$ cat src/rtl/rop3_pkg.sv
// ----------------------------------------------------------------------------
// rop3_pkg
// Shared definitions for the ROP3 streaming front end.
//   rop3_state_e : job controller states (IDLE, RUN, DRAIN)
//   ROP_*        : common ternary raster-op mode codes. Each code is the truth
//                  table of the op, indexed by {P,S,D} per bit position.
// ----------------------------------------------------------------------------
package rop3_pkg;

   typedef enum logic [1:0] {
      IDLE  = 2'd0,
      RUN   = 2'd1,
      DRAIN = 2'd2
   } rop3_state_e;

   localparam logic [7:0] ROP_BLACKNESS = 8'h00;
   localparam logic [7:0] ROP_DSTINVERT = 8'h55;
   localparam logic [7:0] ROP_SRCCOPY   = 8'hCC;
   localparam logic [7:0] ROP_PATCOPY   = 8'hF0;
   localparam logic [7:0] ROP_SRCINVERT = 8'h66;
   localparam logic [7:0] ROP_WHITENESS = 8'hFF;

endpackage

$ cat src/rtl/rop3_res_fifo.sv
// ----------------------------------------------------------------------------
// rop3_res_fifo
// Small synchronous FIFO that buffers ROP3 results (data plus a last-beat
// sideband bit) until the result consumer is ready.
// Parameters:
//   WIDTH : entry width
//   DEPTH : number of entries
// Ports:
//   clk, rst_n  : clock, asynchronous active-low reset
//   push        : write push_data this cycle (caller guarantees room)
//   push_data   : entry to write
//   pop         : remove the head entry (ignored when empty)
//   pop_data    : current head entry, stable until popped
//   full, empty : occupancy flags
// Pointers are an index that wraps modulo DEPTH plus a wrap-phase bit, so
// DEPTH does not have to be a power of two. Push and pop in the same cycle
// both take effect at any occupancy, including full.
// ----------------------------------------------------------------------------
module rop3_res_fifo
   import rop3_pkg::*;
#(
   parameter int WIDTH = 5,
   parameter int DEPTH = 4
) (
   input  logic             clk,
   input  logic             rst_n,
   input  logic             push,
   input  logic [WIDTH-1:0] push_data,
   input  logic             pop,
   output logic [WIDTH-1:0] pop_data,
   output logic             full,
   output logic             empty
);

   localparam int AW = (DEPTH > 1) ? $clog2(DEPTH) : 1;
   localparam logic [AW-1:0] LAST_IDX = AW'(DEPTH - 1);

   logic [WIDTH-1:0] mem [DEPTH];
   logic [AW-1:0]    wr_idx_q;
   logic [AW-1:0]    rd_idx_q;
   logic             wr_wrap_q;
   logic             rd_wrap_q;
   logic             do_pop;

   // Same index with the same phase means nothing stored; same index with
   // opposite phase means the writer has lapped the reader.
   assign empty    = (wr_idx_q == rd_idx_q) && (wr_wrap_q == rd_wrap_q);
   assign full     = (wr_idx_q == rd_idx_q) && (wr_wrap_q != rd_wrap_q);
   assign do_pop   = pop && !empty;
   assign pop_data = mem[rd_idx_q];

   // Storage array carries no reset; contents only become visible once the
   // write pointer has moved past them.
   always_ff @(posedge clk) begin
      if (push) begin
         mem[wr_idx_q] <= push_data;
      end
   end

   // Write pointer advance, flipping the phase bit when the index wraps.
   always_ff @(posedge clk or negedge rst_n) begin
      if (!rst_n) begin
         wr_idx_q  <= '0;
         wr_wrap_q <= 1'b0;
      end else if (push) begin
         if (wr_idx_q == LAST_IDX) begin
            wr_idx_q  <= '0;
            wr_wrap_q <= ~wr_wrap_q;
         end else begin
            wr_idx_q <= wr_idx_q + 1'b1;
         end
      end
   end

   // Read pointer advance, mirroring the write side.
   always_ff @(posedge clk or negedge rst_n) begin
      if (!rst_n) begin
         rd_idx_q  <= '0;
         rd_wrap_q <= 1'b0;
      end else if (do_pop) begin
         if (rd_idx_q == LAST_IDX) begin
            rd_idx_q  <= '0;
            rd_wrap_q <= ~rd_wrap_q;
         end else begin
            rd_idx_q <= rd_idx_q + 1'b1;
         end
      end
   end

endmodule

$ cat src/rtl/rop3_stream_ctrl.sv
// ----------------------------------------------------------------------------
// rop3_stream_ctrl
// Job-level streaming front end for the registered ROP3 raster-op stage.
// Accepts one job descriptor (mode, beat count), feeds operand beats into the
// ROP3 stage, tracks its fixed latency with a token line and returns results
// on a valid/ready stream with full backpressure.
// Parameters:
//   N          : operand / result width
//   LEN_W      : job beat count width
//   ROP_LAT    : cycles from rop_p/s/d changing to rop_result valid
//   FIFO_DEPTH : result buffer entries (must be >= ROP_LAT)
// Ports:
//   clk, rst_n               : clock, asynchronous active-low reset
//   cmd_valid/ready/mode/len : job descriptor handshake (ready only in IDLE)
//   op_valid/ready, op_p/s/d : operand beat stream
//   rop_p/s/d, rop_mode      : operands and mode driven to the ROP3 stage
//   rop_result               : ROP3 stage output
//   res_valid/ready/data/last: result stream, last marks the final beat
//   done                     : one-cycle pulse at job completion
// Optional build macro ROP3_STREAM_PERF_EN adds perf_busy_cyc and
// perf_stall_cyc saturating counters, cleared on every accepted job.
// ----------------------------------------------------------------------------
module rop3_stream_ctrl
   import rop3_pkg::*;
#(
   parameter int N          = 4,
   parameter int LEN_W      = 16,
   parameter int ROP_LAT    = 2,
   parameter int FIFO_DEPTH = 4
) (
   input  logic             clk,
   input  logic             rst_n,
   input  logic             cmd_valid,
   output logic             cmd_ready,
   input  logic [7:0]       cmd_mode,
   input  logic [LEN_W-1:0] cmd_len,
   input  logic             op_valid,
   output logic             op_ready,
   input  logic [N-1:0]     op_p,
   input  logic [N-1:0]     op_s,
   input  logic [N-1:0]     op_d,
   output logic [N-1:0]     rop_p,
   output logic [N-1:0]     rop_s,
   output logic [N-1:0]     rop_d,
   output logic [7:0]       rop_mode,
   input  logic [N-1:0]     rop_result,
   output logic             res_valid,
   input  logic             res_ready,
   output logic [N-1:0]     res_data,
   output logic             res_last,
`ifdef ROP3_STREAM_PERF_EN
   output logic [31:0]      perf_busy_cyc,
   output logic [31:0]      perf_stall_cyc,
`endif
   output logic             done
);

   localparam int CRED_W = $clog2(FIFO_DEPTH + 1);
   localparam logic [CRED_W-1:0] CRED_MAX = CRED_W'(FIFO_DEPTH);
   localparam logic [LEN_W-1:0]  ONE_BEAT = LEN_W'(1);

   if (FIFO_DEPTH < ROP_LAT) begin : g_depth_check
      $error("rop3_stream_ctrl: FIFO_DEPTH must be >= ROP_LAT");
   end

   rop3_state_e       state_q;
   rop3_state_e       state_d;
   logic [7:0]        mode_q;
   logic [LEN_W-1:0]  remaining_q;
   logic [CRED_W-1:0] credits_q;
   logic [ROP_LAT:0]  tok_vld_q;
   logic [ROP_LAT:0]  tok_last_q;
   logic              zero_done_q;

   logic              cmd_fire;
   logic              op_fire;
   logic              res_fire;
   logic              last_beat;
   logic              fifo_push;
   logic              fifo_full;
   logic              fifo_empty;
   logic [N:0]        fifo_head;

   // Handshake decode. An operand beat needs both job beats left and a free
   // result slot reserved (a credit), which is what keeps the FIFO from ever
   // overflowing without stalling the ROP3 pipeline.
   assign cmd_ready = (state_q == IDLE);
   assign cmd_fire  = cmd_valid && cmd_ready;
   assign op_ready  = (state_q == RUN) && (remaining_q != '0) && (credits_q != '0);
   assign op_fire   = op_valid && op_ready;
   assign last_beat = (remaining_q == ONE_BEAT);
   assign res_valid = !fifo_empty;
   assign res_fire  = res_valid && res_ready;
   assign res_data  = res_valid ? fifo_head[N-1:0] : '0;
   assign res_last  = res_valid && fifo_head[N];
   assign rop_mode  = mode_q;
   assign done      = (res_fire && res_last) || zero_done_q;

   // The token leaving the end of the line lines up with rop_result being
   // valid for the beat that launched it. Credits mean there is always room,
   // but the full check keeps the FIFO write strictly legal.
   assign fifo_push = tok_vld_q[ROP_LAT] && (!fifo_full || res_fire);

   rop3_res_fifo #(
      .WIDTH (N + 1),
      .DEPTH (FIFO_DEPTH)
   ) u_res_fifo (
      .clk       (clk),
      .rst_n     (rst_n),
      .push      (fifo_push),
      .push_data ({tok_last_q[ROP_LAT], rop_result}),
      .pop       (res_fire),
      .pop_data  (fifo_head),
      .full      (fifo_full),
      .empty     (fifo_empty)
   );

   // Job state register.
   always_ff @(posedge clk or negedge rst_n) begin
      if (!rst_n) begin
         state_q <= IDLE;
      end else begin
         state_q <= state_d;
      end
   end

   // Next-state logic. A zero-length job never leaves IDLE; DRAIN ends when
   // the beat flagged as last leaves the result buffer, which by construction
   // is also the moment the buffer and token line are empty.
   always_comb begin
      state_d = state_q;
      unique case (state_q)
         IDLE: begin
            if (cmd_fire && (cmd_len != '0)) begin
               state_d = RUN;
            end
         end
         RUN: begin
            if (op_fire && last_beat) begin
               state_d = DRAIN;
            end
         end
         DRAIN: begin
            if (res_fire && res_last) begin
               state_d = IDLE;
            end
         end
         default: state_d = IDLE;
      endcase
   end

   // Job bookkeeping: latched mode, beats left to accept, and the one-cycle
   // completion flag for zero-length jobs.
   always_ff @(posedge clk or negedge rst_n) begin
      if (!rst_n) begin
         mode_q      <= '0;
         remaining_q <= '0;
         zero_done_q <= 1'b0;
      end else begin
         zero_done_q <= cmd_fire && (cmd_len == '0);
         if (cmd_fire) begin
            mode_q      <= cmd_mode;
            remaining_q <= cmd_len;
         end else if (op_fire) begin
            remaining_q <= remaining_q - 1'b1;
         end
      end
   end

   // Credit counter: one credit per result slot, spent on operand accept and
   // returned on result pop; both in one cycle cancel out.
   always_ff @(posedge clk or negedge rst_n) begin
      if (!rst_n) begin
         credits_q <= CRED_MAX;
      end else begin
         unique case ({op_fire, res_fire})
            2'b10:   credits_q <= credits_q - 1'b1;
            2'b01:   credits_q <= credits_q + 1'b1;
            default: credits_q <= credits_q;
         endcase
      end
   end

   // Operand register feeding the ROP3 stage. It holds its value between
   // beats; the ROP3 stage recomputes the stale value harmlessly because no
   // token accompanies it.
   always_ff @(posedge clk or negedge rst_n) begin
      if (!rst_n) begin
         rop_p <= '0;
         rop_s <= '0;
         rop_d <= '0;
      end else if (op_fire) begin
         rop_p <= op_p;
         rop_s <= op_s;
         rop_d <= op_d;
      end
   end

   // Token line: stage 0 shadows the operand register, the following ROP_LAT
   // stages shadow the ROP3 pipeline. The last-beat flag travels alongside.
   always_ff @(posedge clk or negedge rst_n) begin
      if (!rst_n) begin
         tok_vld_q  <= '0;
         tok_last_q <= '0;
      end else begin
         tok_vld_q  <= {tok_vld_q[ROP_LAT-1:0], op_fire};
         tok_last_q <= {tok_last_q[ROP_LAT-1:0], op_fire && last_beat};
      end
   end

`ifdef ROP3_STREAM_PERF_EN
   // Performance counters: busy counts cycles outside IDLE, stall counts
   // cycles where a result waits on the consumer. Both stick at all-ones and
   // restart with each accepted job.
   always_ff @(posedge clk or negedge rst_n) begin
      if (!rst_n) begin
         perf_busy_cyc  <= '0;
         perf_stall_cyc <= '0;
      end else if (cmd_fire) begin
         perf_busy_cyc  <= '0;
         perf_stall_cyc <= '0;
      end else begin
         if ((state_q != IDLE) && (perf_busy_cyc != 32'hFFFF_FFFF)) begin
            perf_busy_cyc <= perf_busy_cyc + 32'd1;
         end
         if (res_valid && !res_ready && (perf_stall_cyc != 32'hFFFF_FFFF)) begin
            perf_stall_cyc <= perf_stall_cyc + 32'd1;
         end
      end
   end
`endif

endmodule

$ cat config.mk
export PLATFORM = sky130hd
export DESIGN_NAME = rop3_stream_ctrl
export DESIGN_NICKNAME = d
export VERILOG_FILES = /design/src/rtl/rop3_pkg.sv /design/src/rtl/rop3_res_fifo.sv /design/src/rtl/rop3_stream_ctrl.sv
export SDC_FILE = /design/constraint.sdc
export NUM_CORES = 1
export LEC_CHECK = 0
export ABC_AREA = 1
export BUFFER_PORTS_ARGS = -buffer_cell sky130_fd_sc_hd__buf_2
export CAP_MARGIN = 15
export CORE_MARGIN = 2
export CORE_UTILIZATION = 44
export CTS_BUF_LIST = sky130_fd_sc_hd__clkbuf_8
export CTS_CLUSTER_SIZE = 20
export DETAILED_ROUTE_END_ITERATION = 10
export MAX_ROUTING_LAYER = met4
export PLACE_DENSITY = 0.73
export SETUP_SLACK_MARGIN = 0.05
export SLEW_MARGIN = 10
export SYNTH_ARGS = -nofsm -noshare
export SYNTH_HDL_FRONTEND = slang
export SYNTH_SLANG_ARGS = --single-unit
$ cat constraint.sdc
create_clock -name clk -period 2.1 [get_ports clk]
set_clock_uncertainty 0.05 [all_clocks]
set_input_delay 0.42 -clock clk [delete_from_list [all_inputs] [get_ports clk]]
set_output_delay 0.42 -clock clk [all_outputs]
set_load 0.02 [all_outputs]
Word level (Yosys, flattened, before mapping) --
Memories as Yosys holds them, arrays and structs flattened. Cells that the tools add are included.
Cells by class: $add $sub $neg 5, eq/ne operators 13, mux-type cells 12, bitwise logic cells 2, reduce and logical (&&, ||, !) cells 28
Operators by type and width (count):
- 2-to-1 mux 16 bit | 2
- nonzero test 16 bit | 2
- equality test 16 x 1 -> 1 bit, second input constant | 1
- logical NOT 16 bit | 1
- subtractor 16 x 1 -> 16 bit, second input constant | 1
- logical AND 1 bit | 14
- 2-to-1 mux 2 bit | 5
- equality test 2 bit, second input constant | 4
- one-hot mux 2 bit (3 select lines) | 1
- one-hot mux 3 bit (2 select lines) | 1
- adder 2 x 1 -> 2 bit, second input constant | 2
- equality test 2 x 1 -> 1 bit, second input constant | 2
- 2-to-1 mux 4 bit | 1
- != test 2 x 1 -> 1 bit, second input constant | 2
- AND reduction 2 bit | 2
- nonzero test 2 bit | 2
- adder 3 x 1 -> 3 bit, second input constant | 1
- AND reduction 3 bit | 1
- nonzero test 3 bit | 1
- subtractor 3 x 1 -> 3 bit, second input constant | 1
- equality test 2 bit | 1
- logical NOT 1 bit | 2
- logical NOT 2 bit | 1
- logical OR 1 bit | 2
- other kinds (5) | 7
Word-level totals: register bits 54, bits in writable memories 20, bits of input ports 45, memories kept 1
Memory list:
- u_res_fifo.mem | depth 4, width 5, read ports 1, clocked after Yosys merged registers in 0, wr ports 1, line rop3_res_fifo.sv:38 | logic [WIDTH-1:0] mem [DEPTH];

Longest topological paths before layout --
Gate-level depths: netlist of the first run.
word-level depth 8, mapped depth 13, depth with buffers taken out 12

Modules after synthesis --
A second synthesis of the first run with hierarchy kept.
Unflattened totals: cells, all modules 432, area total of the unflattened synthesis 3682.3 um^2
By module, submodules not included:
- rop3_stream_ctrl | times used 1, cells an instance 330, area an instance 2531.2 um^2, seq. area each 1202.4 um^2
- rop3_res_fifo | times used 1, cells an instance 102, area an instance 1151.1 um^2, seq. area each 750.7 um^2

Worst setup path before layout of the first run --
No wires, ideal clock.
kind reg-to-reg, start point register u_res_fifo.rd_idx_q[0], end point register credits_q[1], setup time 125 ps, arrival time 2048 ps, path slack -122 ps, cell stages (with the launch flop) 10, path buffers 0, cell sequence dfrtp_1 > xor2_1 > a21oi_1 > nand2_2 > nand2_1 > inv_1 > ha_1 > inv_1 > fa_1 > mux2_2
Between the ends: longest elaborated chain between the ends 6
Ends and longest elaborated chain:
- start: declaration | line rop3_res_fifo.sv:40 | logic [AW-1:0] rd_idx_q;
- start signal: assignment | line rop3_res_fifo.sv:85 | rd_idx_q <= rd_idx_q + 1'b1;
- equality test 2 bit (*) | line rop3_res_fifo.sv:47 | assign empty = (wr_idx_q == rd_idx_q) && (wr_wrap_q == rd_wrap_q);
- logical AND 1 bit (*) | line rop3_res_fifo.sv:47
- logical NOT 1 bit (*) | line rop3_stream_ctrl.sv:92 | assign res_valid = !fifo_empty;
- via res_valid | line rop3_stream_ctrl.sv:47 | output logic res_valid,
- logical AND 1 bit (*) | line rop3_stream_ctrl.sv:93 | assign res_fire = res_valid && res_ready;
- equality test 2 x 1 -> 1 bit or equality test 2 bit (tied branches) | line rop3_stream_ctrl.sv:176 | unique case ({op_fire, res_fire})
- one-hot mux 3 bit (2 select lines) or nonzero test 2 bit (tied branches)
- end signal: assignment | line rop3_stream_ctrl.sv:177 | 2'b10: credits_q <= credits_q - 1'b1;
- end signal: assignment | line rop3_stream_ctrl.sv:178 | 2'b01: credits_q <= credits_q + 1'b1;
- end signal: assignment | line rop3_stream_ctrl.sv:179 | default: credits_q <= credits_q;
- end: declaration | line rop3_stream_ctrl.sv:70 | logic [CRED_W-1:0] credits_q;
Mark *: on every way through the listed nets, which the timed path passes. The rest lies on a longest branch. A chain may end at the register's enable or synchronous reset.

Worst setup path after layout of the first run --
start point register u_res_fifo.rd_idx_q[0], end point output port done
Between the ends: longest elaborated chain between the ends 6
Ends and longest elaborated chain:
- equality test 2 bit | line rop3_res_fifo.sv:47
- logical AND 1 bit | line rop3_res_fifo.sv:47
- logical NOT 1 bit | line rop3_stream_ctrl.sv:92
- logical AND 1 bit (on tied branches) | line rop3_stream_ctrl.sv:93, rop3_stream_ctrl.sv:95
- logical AND 1 bit (*) | line rop3_stream_ctrl.sv:97 | assign done = (res_fire && res_last) || zero_done_q;
- logical OR 1 bit (*) | line rop3_stream_ctrl.sv:97
- end: declaration | line rop3_stream_ctrl.sv:55 | output logic done
Mark *: on every way between the ends. The rest lies on a longest branch, timed or not.

==> results of run 1 <==
worst paths after layout:
check / start / endpoint / slack [ps] / depth (start not counted)
max: u_res_fifo.rd_idx_q[0]$_DFFE_PN0P_ / done / 20 / 9
max reg2reg: u_res_fifo.rd_idx_q[0]$_DFFE_PN0P_ / state_q[1]$_DFFE_PN0P_ / 50 / 14
min: op_d[2] / rop_d[2]$_DFFE_PN0P_ / 210 / 3
max in group asynchronous: rst_n / credits_q[2]$_DFFE_PN1P_ / 940 / 3
min reg2reg: tok_vld_q[1]$_DFF_PN0_ / tok_vld_q[2]$_DFF_PN0_ / 300 / 0
min in group asynchronous: rst_n / rop_d[0]$_DFFE_PN0P_ / 450 / 2
metal layers:
layer | vias to the layer above | GRT usage | wire length, µm
met3 | 10 | 0.04933 | 506
li1 | 1600 | - | -
met1 | 1534 | 0.2596 | 3712
met4 | 0 | 0.09286 | 126
met5 | - | - | 0
met2 | 108 | 0.3438 | 4358
power by group:
part           switching, µW  leakage [µW]  internal, µW
Combinational            731       0.00160           671
Sequential              61.4      0.000909          1560
Clock                    548      0.000119           708
through the flow:
stage               hold WS [ps]  setup WS, ps  setup TNS (ps)  area, µm²  instances
floorplan                  74.41        -63.67          -104.7       3756        428
global placement           283.2         57.29               0       4372        621
detailed placement         287.0         25.46               0       4372        621
CTS                        199.3         31.76               0       4738        650
global route               203.3        -46.89          -150.0       4891        655
finish                     211.1         15.56               0       4891        655
registers in the layout, indices dropped and copies added (netlist names):
register              flops
u_res_fifo.mem           20
remaining_q              16
rop_mode                  8
rop_d                     4
rop_p                     4
rop_s                     4
credits_q                 3
tok_last_q                3
tok_vld_q                 3
state_q                   2
u_res_fifo.rd_idx_q       2
u_res_fifo.wr_idx_q       2
u_res_fifo.rd_wrap_q      1
u_res_fifo.wr_wrap_q      1
zero_done_q               1
cell families after synthesis:
| group | count (synthesis) |
|---|---|
| AO/OA/AOI/OAI | 24 |
| buffers and inverters | 40 |
| AND/OR/NAND/NOR | 269 |
| adder cells (fa/ha/maj) | 10 |
| multiplexers | 1 |
| flip-flops | 74 |
| XOR/XNOR | 10 |
synth_stat cells, drive strengths merged:
cell type / number
a21oi: 3
buf: 7
clkbuf: 3
clkinv: 2
dfrtp: 53
dfstp: 1
edfxtp: 20
fa: 1
ha: 9
inv: 28
mux2: 1
nand2: 168
nand3: 35
nand3b: 7
nand4: 4
nor2: 51
nor4: 2
o21ai: 16
o21bai: 1
o22ai: 4
or2: 2
xnor2: 4
xor2: 6
worst max-delay path, delay by kind of cell (launching register included):
kind,cells,cell delay (ps)
buffers and inverters,3,430
and+or+nand+nor,4,280
AOI/OAI and AO/OA,2,140
DFF,1,400
layout make-up:
| cell class | count | share of cell area |
|---|---|---|
| Clock buffer | 10 | 0.02814 |
| Sequential cell | 74 | 0.3993 |
| Clock inverter | 6 | 0.01842 |
| Timing Repair Buffer | 116 | 0.1537 |
| Multi-Input combinational cell | 314 | 0.3492 |
| Tap cell | 105 | 0.02686 |
| Inverter | 30 | 0.02430 |
repair_timing:
item / 4_1_cts / 5_1_grt
cloned: 1 / 0
setup buffers: 11 / 5
gates resized for setup: 15 / 35
hold endpoints to repair: 13 / 0
pin swaps: 4 / 13
setup endpoints to repair: 8 / 11
hold buffers: 1 / 0
==> impl_results.md, run 1 <==
- Result of the run: complete, no violations
- Number of nets with antenna violations after detailed routing: 0
- GRT Resource Usage Total: 0.2144
- Area leader, netlist: dfrtp_1
- Combinational family with the most area after synthesis: simple AND/OR/NAND/NOR gates
- Global-route wire length before repair: 14610 µm
- Commonest non-fill, non-tap cell in the layout: nand2_1
- Number of filler cells placed in the layout: 694
- Leak Pwr: 0.002632 µW
- Cells taking the most area after synthesis: dfrtp_1 (35%), edfxtp_1 (16%), nand2_1 (16%), nor2_1 (4.3%), nand3_1 (3.6%)
- Crit-path slowest cell: dfrtp_1
- Complex-gate fraction of the synthesized area: 0.03511
- Vias per std cell: 4.965
- Share of the synthesized area in the top cell type: 0.3544
- Post-detailed-route wirelength per cell: 13.29 µm
- Cell-by-cell listing of the critical path: buf_6 -> nor2_4 -> nor2_2 -> o21ai_1 -> o21ai_1 -> buf_4 -> nand3_4 -> nand2_2 -> buf_6
- Clock-pin slew reported for the worst setup and hold paths after clock tree synthesis: 90 ps
- Total standard cell area after synthesis: 3742 µm²
- Final hold violations: 0
- Flop and latch count out of synthesis: 74
- Crit path kind: reg -> out
- Net count after synthesis: 483
- Buffers from clock root to sink, at most: 2
- Measured slew at the worst slew-check pin: 509.8 ps
- Period minus WS final: 2084 ps
- Data arrival, critical path: 1610 ps
- Number of optimization iterations in the first detailed-route pass: 4
- Horizontal die dimension: 96.23 µm
- Number of max-slew violations in the final report: 0
- Setup violation total in the final timing report: 0
- Basic-gate share of the synthesized area counting and, or, nand and nor cells: 0.3303
- Slew HR: 0.6580
- Total area of multi-input combinational cells: 1708 µm²
- Worst Path Required: 1630 ps
- Unrepaired setup endpoints after global routing: true
- Share of the synthesized netlist area taken by xor and xnor gates: 0.02340
- Pin count of the biggest net entering global routing: 42
- Power per unit of standard cell area: 874.3 nW/µm²
- Row Count: 33
- Number of design-rule violations left by the first detailed-router iteration: 157
- Input/output buffers: 73
- Clock latency of the later-clocked register in the worst-skew pair: 350 ps
- Worst voltage drop across the vdd grid: 422.7 µV
- Number of clock buffers inserted by TritonCTS: 9
- Critical Path End Type: primary output
- Share of the clock period used by the worst path: 0.9926
- Antenna violations before repair: 0
- Share of cell area taken by muxes after synthesis: 0.003009
- Maximum net fanout on the critical path: 4
- Type of the worst min-delay path: in -> reg
- Placer's final routability congestion estimate: 0.8874
- Adder-cell area share of the yosys netlist: 0.03544
- Synthesized netlist cell count: 428
- Overall power consumption: 4276 µW
- Die Y: 96.23 µm
- Total congestion overflow: 0
- Layout area overhead: 30.69%
- Synth warn: 0
- Final wirelength: 8703 µm
- Core region area: 8217 µm²
- Total inserted antenna cells: 0
- Startpoint types: register
- Delay of the slowest cell on the worst path: 400 ps
- Area taken by flip-flops and latches: 1953 µm²
- Commonest cells after routing, fill and taps aside: nand2_1 (150), buf_2 (67), dfrtp_1 (53)
- Count of unique library cells instantiated by Yosys: 35
- Final core utilization: 0.5952
- Via count of the first global-routing pass: 3211
- Clk Tree Root Cell: clkbuf_8
- Fraction of layout cells with a size suffix above 1: 0.3382
- Detailed placer's ending HPWL: 5979 µm
- Max-Cap Viols: 0
- DRC: 0
- Starting density of the core: 0.4555
- Number of ports placed on the die boundary: 74
- Clock tree from TritonCTS: yes
- Register area share after synthesis: 0.5219
- Total number of vias: 3252
- CTS H-Tree Depth: 3
- CTS sink count: 74
- Max Clock Freq: 0.4797 GHz
- Die Area: 9259 µm²
- Total Nets Final: 600
- Post-synthesis average cell area: 8.744 µm²
Note: power is estimated with default switching activity, not from simulation.
==> run 2, diff against run 1 <==
--- a/config.mk
+++ b/config.mk
@@ -15,6 +15,7 @@
 export DETAILED_ROUTE_END_ITERATION = 10
 export MAX_ROUTING_LAYER = met4
 export PLACE_DENSITY = 0.73
+export REMOVE_ABC_BUFFERS = 1
 export SETUP_SLACK_MARGIN = 0.05
 export SLEW_MARGIN = 10
 export SYNTH_ARGS = -nofsm -noshare
==> run 2 against run 1 <==
Against the previous run:
- power rose by 5.8%
- critical path depth fell by 1
- sequential power barely moved
- fmax rose by 1.9%
- clock power rose by 17%
- wire length fell by 3.0%
- highest routed layer unchanged
- final cell count rose by 2.3%
- global-route usage fell by 1.4 points
- count of clock-buffer cells in the layout fell by 1
- sequential cell count did not move
==> impl_results.md, run 2 (synthesis results as in run 1) <==
- Maximum net fanout on the critical path: 3 (-1)
- Number of flip-flops under the largest register name: 20 (unchanged)
- Total inserted antenna cells: 0 (unchanged)
- Number of max-slew violations in the final report: 0 (unchanged)
- GRT Resource Usage Total: 0.2009 (-0.01351)
- Worst Path Required: 2300 ps (+670 ps)
- Total congestion overflow: 0 (unchanged)
- Cell-by-cell listing of the critical path: inv_2 -> a21oi_2 -> buf_4 -> nand3_4 -> ha_4 -> inv_4 -> fa_2 -> mux2_4
- Crit path kind: reg -> reg
- Period minus WS final: 2045 ps (-39.65 ps)
- Delay of the slowest cell on the worst path: 540 ps (+140 ps)
- Max-Cap Viols: 0 (unchanged)
- Via count of the first global-routing pass: 3046 (-5.1%)
- Global-route wire length before repair: 13650 µm (-6.6%)
- Layout area overhead: 33.90%
- Total number of vias: 3250 (-0.062%)
- Clock latency of the later-clocked register in the worst-skew pair: 360 ps (about the same)
- Leak Pwr: 0.002708 µW (+2.9%)
- DRC: 0 (unchanged)
- Type of the worst min-delay path: in -> reg
- Core region area: 8217 µm² (unchanged)
- Number of ports placed on the die boundary: 74 (unchanged)
- Clk Tree Root Cell: clkbuf_8
- Antenna violations before repair: 0 (unchanged)
- Number of design-rule violations left by the first detailed-router iteration: 155 (-1.3%)
- Measured slew at the worst slew-check pin: 566.4 ps (+56.58 ps)
- Row Count: 33 (unchanged)
- Final worst-path setup slack: 55.21 ps (+39.65 ps)
- Power per unit of standard cell area: 903.2 nW/µm² (+3.3%)
- Number of optimization iterations in the first detailed-route pass: 5 (+1)
- Final wirelength: 8445 µm (-3.0%)
- Starting density of the core: 0.4555 (unchanged)
- Total Nets Final: 615 (+2.5%)
- Number of nets with antenna violations after detailed routing: 0 (unchanged)
- Clock-pin slew reported for the worst setup and hold paths after clock tree synthesis: 80 ps (about the same)
- Detailed placer's ending HPWL: 5702 µm (-4.6%)
- Die Y: 96.23 µm (unchanged)
- Commonest non-fill, non-tap cell in the layout: nand2_1
- Final core utilization: 0.6099 (+0.01462)
- CTS H-Tree Depth: 3 (unchanged)
- Post-detailed-route wirelength per cell: 12.60 µm (-5.1%)
- Number of filler cells placed in the layout: 672 (-3.2%)
- Fraction of layout cells with a size suffix above 1: 0.3558 (+0.01757)
- Critical path buffer and inverter count: 3 (unchanged)
- Share of the clock period used by the worst path: 0.9737 (-0.01888)
- Slew HR: 0.6201 (-0.03795)
- Register with the highest flop count: u_res_fifo.mem
- Buffers from clock root to sink, at most: 2 (unchanged)
- Post-placement cell area: 4414 µm² (+0.97%)
- Result of the run: complete, no violations
- Crit-path slowest cell: dfstp_2
- CTS sink count: 74 (unchanged)
- Placer's final routability congestion estimate: 0.8278 (-6.7%)
- Input/output buffers: 73 (unchanged)
- Pin count of the biggest net entering global routing: 55 (+31%)
- Max Clock Freq: 0.4890 GHz (+1.9%)
- Clock tree from TritonCTS: yes
- Post-Place Setup Slack: -27.23 ps (-52.69 ps)
- Setup violation total in the final timing report: 0 (unchanged)
- Startpoint types: register
- Data arrival, critical path: 2250 ps (+640 ps)
- Final instance area: 5011 µm² (+2.5%)
- Number of clock buffers inserted by TritonCTS: 9 (unchanged)
- Kind of cell adding the most delay to the critical path: adder cells
- Worst voltage drop across the vdd grid: 455.2 µV (+7.7%)
- Vias per std cell: 4.851 (-2.3%)
- Die Area: 9259 µm² (unchanged)
- Critical Path End Type: register
- Critical register-to-register path startpoint: credits_q[2]$_DFFE_PN1P_
- Final hold violations: 0 (unchanged)
- Min-Delay Startpoint: op_d[3]
- Unrepaired setup endpoints after global routing: true
- Final TNS setup: 0 ps (unchanged)
- Horizontal die dimension: 96.23 µm (unchanged)
- Critical path startpoint: credits_q[2]$_DFFE_PN1P_
- Commonest cells after routing, fill and taps aside: nand2_1 (151), buf_2 (67), dfrtp_1 (53)
[run 2: changes by cell type in the layout (fill, tap and decap cells not counted), sizes merged]
cell,change
buf,+15
clkinv,-1
bufinv,+2
clkbuf,-1
[run 2: report_power, final]
| part | internal [µW] | switching, µW |
|---|---|---|
| sequential | 1560 | 60.1 |
| clock | 914 | 564 |
| combinational | 708 | 724 |
[run 2: cell type report]
cell class | instances | area [µm²] | area share
clock inverter | 7 | 141.4 | 0.02821
tap | 105 | 131.4 | 0.02622
clock buffer | 9 | 123.9 | 0.02472
inverter | 30 | 118.9 | 0.02372
sequential | 74 | 1953 | 0.3898
timing repair buffer | 131 | 868.3 | 0.1733
multi-input combinational | 314 | 1674 | 0.3341
[run 2: metal layers]
metal,vias to the layer above,global-route usage,wire [µm]
met4,0,0.09881,159
met3,13,0.03994,311
met5,-,-,0
met1,1531,0.2313,3621
met2,67,0.3345,4353
li1,1639,-,-
[run 2: final timing paths]
kind | endpoint | slack (ps) | depth (start not counted)
setup / recovery | credits_q[1]$_DFFE_PN0P_ | 60 | 8
hold / removal | rop_d[3]$_DFFE_PN0P_ | 200 | 3
setup reg to reg | credits_q[1]$_DFFE_PN0P_ | 60 | 8
hold reg to reg | tok_vld_q[1]$_DFF_PN0_ | 300 | 0
max in group asynchronous | credits_q[2]$_DFFE_PN1P_ | 1180 | 3
min in group asynchronous | rop_p[2]$_DFFE_PN0P_ | 530 | 3
[run 2: through the flow]
step / hold WS (ps) / power [µW] / instances
after floorplan: 74.41 / 2236 / 418
after global placement: 282.4 / 2600 / 628
after detailed placement: 286.5 / 2640 / 628
after CTS: 188.8 / 4332 / 660
after global routing: 197.1 / 4782 / 670
final: 198.8 / 4526 / 670
[run 2: worst register-to-register path, stage by stage, from the launching register on]
cell	delay (ps)
dfstp_2	540
inv_2	50
a21oi_2	150
buf_4	140
nand3_4	80
ha_4	170
inv_4	60
fa_2	420
mux2_4	270
[run 2: timing repair]
action | in CTS | in global routing
buffers inserted | 15 | 10
setup endpoints to repair | 9 | 10
hold endpoints to repair | 3 | 0
pin swaps | 7 | 14
hold buffers | 1 | 0
gates resized for setup | 21 | 33
